`src/rtl/l1d_mem_responder_if.sv`:
```
// L1 D-cache / memory bus bundle: cache-side D_* request and
// response wires plus the memory-side valid/ready request, read and
// write-response channels.
// Ports (signals):
//   D_req/D_addr/D_write/D_in/D_strobe/D_burst : cache request
//   D_out/D_valid/D_wait                       : cache response
//   mem_req_* / mem_addr/write/len/wdata/wstrb : memory request
//   mem_rvalid/rdata/rready                    : read beats
//   mem_bvalid/bready                          : write response
// Modports: slave = responder view, master = cache+memory view.
interface l1d_mem_responder_if #(
  parameter int ADDR_W = 32,
  parameter int DATA_W = 64
);
  localparam int STRB_W = DATA_W / 8;

  logic              D_req;
  logic [ADDR_W-1:0] D_addr;
  logic              D_write;
  logic [DATA_W-1:0] D_in;
  logic [STRB_W-1:0] D_strobe;
  logic              D_burst;
  logic [DATA_W-1:0] D_out;
  logic              D_valid;
  logic              D_wait;

  logic              mem_req_valid;
  logic              mem_req_ready;
  logic [ADDR_W-1:0] mem_addr;
  logic              mem_write;
  logic              mem_len;
  logic [DATA_W-1:0] mem_wdata;
  logic [STRB_W-1:0] mem_wstrb;
  logic              mem_rvalid;
  logic [DATA_W-1:0] mem_rdata;
  logic              mem_rready;
  logic              mem_bvalid;
  logic              mem_bready;

  modport slave (
    input  D_req, D_addr, D_write,
    input  D_in, D_strobe, D_burst,
    output D_out, D_valid, D_wait,
    output mem_req_valid,
    input  mem_req_ready,
    output mem_addr, mem_write, mem_len,
    output mem_wdata, mem_wstrb,
    input  mem_rvalid, mem_rdata,
    output mem_rready,
    input  mem_bvalid,
    output mem_bready
  );

  modport master (
    output D_req, D_addr, D_write,
    output D_in, D_strobe, D_burst,
    input  D_out, D_valid, D_wait,
    input  mem_req_valid,
    output mem_req_ready,
    input  mem_addr, mem_write, mem_len,
    input  mem_wdata, mem_wstrb,
    output mem_rvalid, mem_rdata,
    input  mem_rready,
    output mem_bvalid,
    input  mem_bready
  );
endinterface

```
`src/rtl/l1d_mem_responder.sv`:
```
// L1 D-cache refill/store responder: turns one cache request into
// one memory transaction and streams read beats back to the cache.
// Ports:
//   clk  : clock
//   rst  : asynchronous active-high reset
//   bus  : l1d_mem_responder_if.slave (cache side + memory side)
module l1d_mem_responder #(
  parameter int ADDR_W = 32,
  parameter int DATA_W = 64
) (
  input  logic                  clk,
  input  logic                  rst,
  l1d_mem_responder_if.slave    bus
);
  localparam int STRB_W = DATA_W / 8;

  typedef enum logic [2:0] {
    IDLE,
    RD_REQ,
    RD_DATA,
    WR_REQ,
    WR_RESP
  } state_t;

  state_t            state_q;
  state_t            state_d;

  logic [ADDR_W-1:0] addr_q;
  logic              write_q;
  logic              len_q;
  logic [DATA_W-1:0] wdata_q;
  logic [STRB_W-1:0] wstrb_q;
  logic              beat_q;
  logic [DATA_W-1:0] dout_q;

  logic accept_rd;
  logic accept_wr;
  logic beat_fire;
  logic last_beat;

  // An all-ones active-low strobe enables no bytes: drop the store.
  assign accept_rd = bus.D_req & ~bus.D_write;
  assign accept_wr = bus.D_req & bus.D_write
                   & ~(&bus.D_strobe);

  assign beat_fire = (state_q == RD_DATA) & bus.mem_rvalid;
  assign last_beat = beat_fire & (beat_q == len_q);

  always_ff @(posedge clk or posedge rst) begin
    if (rst) state_q <= IDLE;
    else     state_q <= state_d;
  end

  always_comb begin
    state_d = state_q;
    unique case (state_q)
      IDLE: begin
        if (accept_rd)      state_d = RD_REQ;
        else if (accept_wr) state_d = WR_REQ;
      end
      RD_REQ:
        if (bus.mem_req_ready) state_d = RD_DATA;
      RD_DATA:
        if (last_beat) state_d = IDLE;
      WR_REQ:
        if (bus.mem_req_ready) state_d = WR_RESP;
      WR_RESP:
        if (bus.mem_bvalid) state_d = IDLE;
      default: state_d = IDLE;
    endcase
  end

  always_comb begin
    bus.mem_req_valid = 1'b0;
    bus.mem_rready    = 1'b0;
    bus.mem_bready    = 1'b0;
    bus.D_wait        = 1'b1;
    unique case (state_q)
      IDLE:    bus.D_wait        = 1'b0;
      RD_REQ:  bus.mem_req_valid = 1'b1;
      RD_DATA: bus.mem_rready    = 1'b1;
      WR_REQ:  bus.mem_req_valid = 1'b1;
      WR_RESP: bus.mem_bready    = 1'b1;
      default: bus.D_wait        = 1'b0;
    endcase
  end

  // Beats reach the cache in the cycle they arrive; the register
  // only keeps D_out steady between and after beats.
  assign bus.D_valid = beat_fire;
  assign bus.D_out   = beat_fire ? bus.mem_rdata : dout_q;

  assign bus.mem_addr  = addr_q;
  assign bus.mem_write = write_q;
  assign bus.mem_len   = len_q;
  assign bus.mem_wdata = wdata_q;
  assign bus.mem_wstrb = wstrb_q;

  always_ff @(posedge clk or posedge rst) begin
    if (rst) begin
      addr_q  <= '0;
      write_q <= 1'b0;
      len_q   <= 1'b0;
      wdata_q <= '0;
      wstrb_q <= '0;
    end else if (state_q == IDLE) begin
      if (accept_rd) begin
        write_q <= 1'b0;
        len_q   <= bus.D_burst;
        wdata_q <= '0;
        wstrb_q <= '0;
        if (bus.D_burst)
          addr_q <= {bus.D_addr[ADDR_W-1:4], 4'h0};
        else
          addr_q <= {bus.D_addr[ADDR_W-1:3], 3'h0};
      end else if (accept_wr) begin
        write_q <= 1'b1;
        len_q   <= 1'b0;
        addr_q  <= {bus.D_addr[ADDR_W-1:3], 3'h0};
        wdata_q <= bus.D_in;
        wstrb_q <= ~bus.D_strobe;
      end
    end
  end

  always_ff @(posedge clk or posedge rst) begin
    if (rst) begin
      beat_q <= 1'b0;
      dout_q <= '0;
    end else begin
      if (state_q == RD_REQ && bus.mem_req_ready)
        beat_q <= 1'b0;
      else if (beat_fire)
        beat_q <= beat_q + 1'b1;
      if (beat_fire)
        dout_q <= bus.mem_rdata;
    end
  end
endmodule

```
`src/flat_wrapper.sv`:
```
// flat-port wrapper written by rule: the top's interface ports become plain ports
module l1d_mem_responder_flat 
#(
  parameter int ADDR_W = 32,
  parameter int DATA_W = 64
)
  (clk, rst, bus_D_req, bus_D_addr, bus_D_write, bus_D_in, bus_D_strobe, bus_D_burst, bus_D_out, bus_D_valid, bus_D_wait, bus_mem_req_valid, bus_mem_req_ready, bus_mem_addr, bus_mem_write, bus_mem_len, bus_mem_wdata, bus_mem_wstrb, bus_mem_rvalid, bus_mem_rdata, bus_mem_rready, bus_mem_bvalid, bus_mem_bready);
  l1d_mem_responder_if #(.ADDR_W(ADDR_W), .DATA_W(DATA_W)) bus_i ();
  input  logic clk;
  input  logic rst;
  input wire logic [$bits(bus_i.D_req)-1:0] bus_D_req;
  input wire logic [$bits(bus_i.D_addr)-1:0] bus_D_addr;
  input wire logic [$bits(bus_i.D_write)-1:0] bus_D_write;
  input wire logic [$bits(bus_i.D_in)-1:0] bus_D_in;
  input wire logic [$bits(bus_i.D_strobe)-1:0] bus_D_strobe;
  input wire logic [$bits(bus_i.D_burst)-1:0] bus_D_burst;
  output wire logic [$bits(bus_i.D_out)-1:0] bus_D_out;
  output wire logic [$bits(bus_i.D_valid)-1:0] bus_D_valid;
  output wire logic [$bits(bus_i.D_wait)-1:0] bus_D_wait;
  output wire logic [$bits(bus_i.mem_req_valid)-1:0] bus_mem_req_valid;
  input wire logic [$bits(bus_i.mem_req_ready)-1:0] bus_mem_req_ready;
  output wire logic [$bits(bus_i.mem_addr)-1:0] bus_mem_addr;
  output wire logic [$bits(bus_i.mem_write)-1:0] bus_mem_write;
  output wire logic [$bits(bus_i.mem_len)-1:0] bus_mem_len;
  output wire logic [$bits(bus_i.mem_wdata)-1:0] bus_mem_wdata;
  output wire logic [$bits(bus_i.mem_wstrb)-1:0] bus_mem_wstrb;
  input wire logic [$bits(bus_i.mem_rvalid)-1:0] bus_mem_rvalid;
  input wire logic [$bits(bus_i.mem_rdata)-1:0] bus_mem_rdata;
  output wire logic [$bits(bus_i.mem_rready)-1:0] bus_mem_rready;
  input wire logic [$bits(bus_i.mem_bvalid)-1:0] bus_mem_bvalid;
  output wire logic [$bits(bus_i.mem_bready)-1:0] bus_mem_bready;
  assign bus_i.D_req = bus_D_req;
  assign bus_i.D_addr = bus_D_addr;
  assign bus_i.D_write = bus_D_write;
  assign bus_i.D_in = bus_D_in;
  assign bus_i.D_strobe = bus_D_strobe;
  assign bus_i.D_burst = bus_D_burst;
  assign bus_D_out = bus_i.D_out;
  assign bus_D_valid = bus_i.D_valid;
  assign bus_D_wait = bus_i.D_wait;
  assign bus_mem_req_valid = bus_i.mem_req_valid;
  assign bus_i.mem_req_ready = bus_mem_req_ready;
  assign bus_mem_addr = bus_i.mem_addr;
  assign bus_mem_write = bus_i.mem_write;
  assign bus_mem_len = bus_i.mem_len;
  assign bus_mem_wdata = bus_i.mem_wdata;
  assign bus_mem_wstrb = bus_i.mem_wstrb;
  assign bus_i.mem_rvalid = bus_mem_rvalid;
  assign bus_i.mem_rdata = bus_mem_rdata;
  assign bus_mem_rready = bus_i.mem_rready;
  assign bus_i.mem_bvalid = bus_mem_bvalid;
  assign bus_mem_bready = bus_i.mem_bready;
  l1d_mem_responder #(.ADDR_W(ADDR_W), .DATA_W(DATA_W)) u_core (.clk(clk), .rst(rst), .bus(bus_i));
endmodule
```
`config.mk`:
```
export PLATFORM = sky130hd
export DESIGN_NAME = l1d_mem_responder_flat
export DESIGN_NICKNAME = d
export VERILOG_FILES = /design/src/rtl/l1d_mem_responder_if.sv /design/src/rtl/l1d_mem_responder.sv /design/src/flat_wrapper.sv
export SDC_FILE = /design/constraint.sdc
export NUM_CORES = 1
export LEC_CHECK = 0
export BUFFER_PORTS_ARGS = -buffer_cell sky130_fd_sc_hd__buf_2
export CAP_MARGIN = 20
export CORE_AREA = 2 2 135 137
export DETAILED_ROUTE_END_ITERATION = 7
export DIE_AREA = 0 0 137 139
export GPL_TIMING_DRIVEN = 0
export HOLD_SLACK_MARGIN = 0.15
export PLACE_DENSITY = 0.76
export SETUP_SLACK_MARGIN = 0.02
export SLEW_MARGIN = 5
export SYNTH_ARGS = -nofsm -noshare
export SYNTH_HDL_FRONTEND = slang
export SYNTH_SLANG_ARGS = --single-unit
```
`constraint.sdc`:
```
create_clock -name clk -period 8.9 [get_ports clk]
set_clock_uncertainty 0.2 [all_clocks]
set_input_delay 2.67 -clock clk [delete_from_list [all_inputs] [get_ports clk]]
set_output_delay 2.67 -clock clk [all_outputs]
set_load 0.03 [all_outputs]
```
==> run metrics <==
status=complete, no violations; number of flops mapped to enable cells by yosys=0; GRT Overall Usage=17.40%; critical path type=primary input to output port; Area growth syn-to-layout=40.61%; post-CTS setup buffers=0; leading post-synthesis cells by cell area=dfrtp_1 66%, mux2_2 14%, a22o_1 8.7%; area share of the largest cell type after synthesis=65.63%; Hold-fix buffers, CTS=0; FF+latch count, synth=171; worst rel slew slack=58.27%; Worst path slowest cell=mux2_1; worst hold path class=flop to flop; core box area=17660 µm²; Primary FF master, synth=dfrtp_1; Synth cell types=35; CTS sink cnt=171; syn_area_per_cell=15.64 µm²; Setup crit end kind=output port; initial antenna violation count=0; startpoint types=primary input; Post-CTS Resized=0; Port-buffer cells=344; ys async rst share=100.0%; fin. max-slew vios=0; P_leak=4.752 nW; share of cells above drive strength 1=61.93%; Worst Path Required=6.03 ns; DR vias/cell=4.681; final WL=16990 µm; minimum clock period after layout=6.688 ns; MaxCap Viol Count=0; achievable frequency=149.5 MHz; crit path launch=bus_mem_rvalid; remaining global-route overflow=0; die width=137 µm; post-route design area=9168 µm²; Peak VDD IR=236.8 µV; Synth warnings=0; wire per inst=16.58 µm; largest net degree at the start of global routing=99; Die Y=139 µm; Final Setup Violations=0; CP max stage delay=0.36 ns; Clock Latency Late Sink=0.42 ns; Initial Util=36.93%; post-synthesis sequential area ratio=65.63%; drt pass-1 iters=4; num ports=351; clock slew at reported path FFs=0.07 ns; post-route setup TNS=0 ns; placed wire-length estimate=13030 µm; Hold Startpoint=u_core.bus.mem_write$_DFFE_PP0P_; Worst Path Max Fanout=10; Syn Inst Count=417; number of global-route vias before repair=4816; Post-DRT Antenna Nets=0; final hold vios=0; clock root cell=clkbuf_16; most common cell in the synthesized netlist=dfrtp_1; crit-path cells=buf_2, and2_4, buf_12, buf_6, mux2_1, buf_2; # nets final=959; initial DRC count=116; die area=19040 µm²; Multi-input gate area=1976 µm²; Worst path most repeated cell=buf_2; RSZ-0062 raised after global routing=no; Tcrit/Tclk final=75.14%; Reg area=4279 µm²; total vias in the final route=4798; Longest Clk Path Bufs=2; gpl congestion=0.7751; Worst-Margin Slew=0.6253 ns; first-pass GRT wire length=25360 µm; fill count=1532; Synth area leader=dfrtp_1; CP Buf/Inv Count=4; delay-heaviest family, CP=buffers and inverters; final core occ=51.92%; TritonCTS clock tree=done; dpl cell area=8571 µm²; crit path DAT=3.82 ns; number of remaining DRC errors=0; PD cells=446.5 nW/µm²; Synth Cell Area=6520 µm²; Num CTS Buffers=17; CTS H-Tree Depth=4; worst r2r src=u_core.state_q[0]$_DFFE_PP0P_; # diodes=0; Post-synth top cells=171 x dfrtp_1, 83 x mux2_2, 65 x a22o_1; row count=49
registers in the layout (all words and copies together) (netlist names):
register / count
u_core.bus.mem_len: 1
u_core.bus.mem_wstrb: 8
u_core.bus.mem_write: 1
u_core.bus.mem_addr: 29
u_core.beat_q: 1
u_core.bus.mem_wdata: 64
u_core.state_q: 3
u_core.dout_q: 64
worst paths after layout:
path	end	slack, ns	cells after the start
max	bus_D_out[36]	2.21	6
min	u_core.bus.mem_write$_DFFE_PP0P_	0.28	2
max reg2reg	u_core.bus.mem_wdata[51]$_DFFE_PP0P_	6.85	6
min reg2reg	u_core.bus.mem_write$_DFFE_PP0P_	0.28	2
max in group asynchronous	u_core.bus.mem_write$_DFFE_PP0P_	5.53	3
min in group asynchronous	u_core.dout_q[7]$_DFF_PP0_	2.09	2
where the power goes:
| group | switching, W | total (W) | internal [W] |
|---|---|---|---|
| combinational | 0.00133 | 0.00205 | 0.000716 |
| sequential | 0.000158 | 0.00130 | 0.00114 |
| clock | 0.000344 | 0.000747 | 0.000403 |
layout by cell type, fill, tap and decap left out, drive strengths merged:
cell type and n:
and4b 1, a211oi 2, o41ai 1, o2111ai 1
mux2 93, o2111a 1, nand3 1, a21boi 1
o21ai 9, nor2b 3, nor3 3, nand4 2
conb 3, a32o 1, mux2i 1, clkinv 4
nor2 3, a22o 65, bufinv 1, clkbuf 19
nor3b 2, a21oi 1, inv 12, nand2 17
dfrtp 171, buf 373, o311ai 1, and2 2
xnor2 2
per-layer routing:
metal / vias up / GRT usage [%] / wire (µm)
met5: - / 0 / 0
met4: 0 / 5.697 / 249
met3: 19 / 5.885 / 1432
met2: 213 / 29.75 / 8515
met1: 2317 / 20.40 / 6794
li1: 2249 / - / -
layout make-up:
| type | instances | area share (%) |
|---|---|---|
| inverter | 2 | 0.1638 |
| multi-input combinational | 216 | 21.55 |
| tap | 229 | 3.125 |
| timing repair buffer | 345 | 19.08 |
| clock buffer | 17 | 4.640 |
| buffer | 30 | 2.893 |
| sequential | 171 | 46.68 |
| clock inverter | 15 | 1.870 |
cells by family (layout without fill, tap and decap cells):
group	Yosys count	after routing	share of synthesized area, %
DFF	171	171	65.63
muxes	94	94	16.22
AOI/OAI and AO/OA	83	83	10.84
and+or+nand+nor	34	34	2.802
buffers and inverters	32	409	4.183
xor gates and xnor gates	2	2	0.2687
other	1	3	0.05752
metrics by stage:
stage / power [W] / instances / hold slack (ns) / setup slack (ns)
floorplan: 0.002765 / 419 / 0.3469 / 1.398
global placement: 0.003331 / 992 / 0.2623 / -0.3398
detailed placement: 0.003383 / 993 / 0.2584 / 2.210
CTS: 0.004136 / 1025 / 0.2799 / 2.207
global route: 0.004303 / 1025 / 0.2995 / 2.166
finish: 0.004093 / 1025 / 0.2804 / 2.212
worst reg2reg max path: stages, from the launching register on:
cell      delay [ns]
dfrtp_1         0.39
buf_2           0.19
nor3_4          0.30
o311ai_4        0.24
buf_6           0.22
buf_6           0.15
a22o_1          0.24
Note: power is estimated with default switching activity, not from simulation.
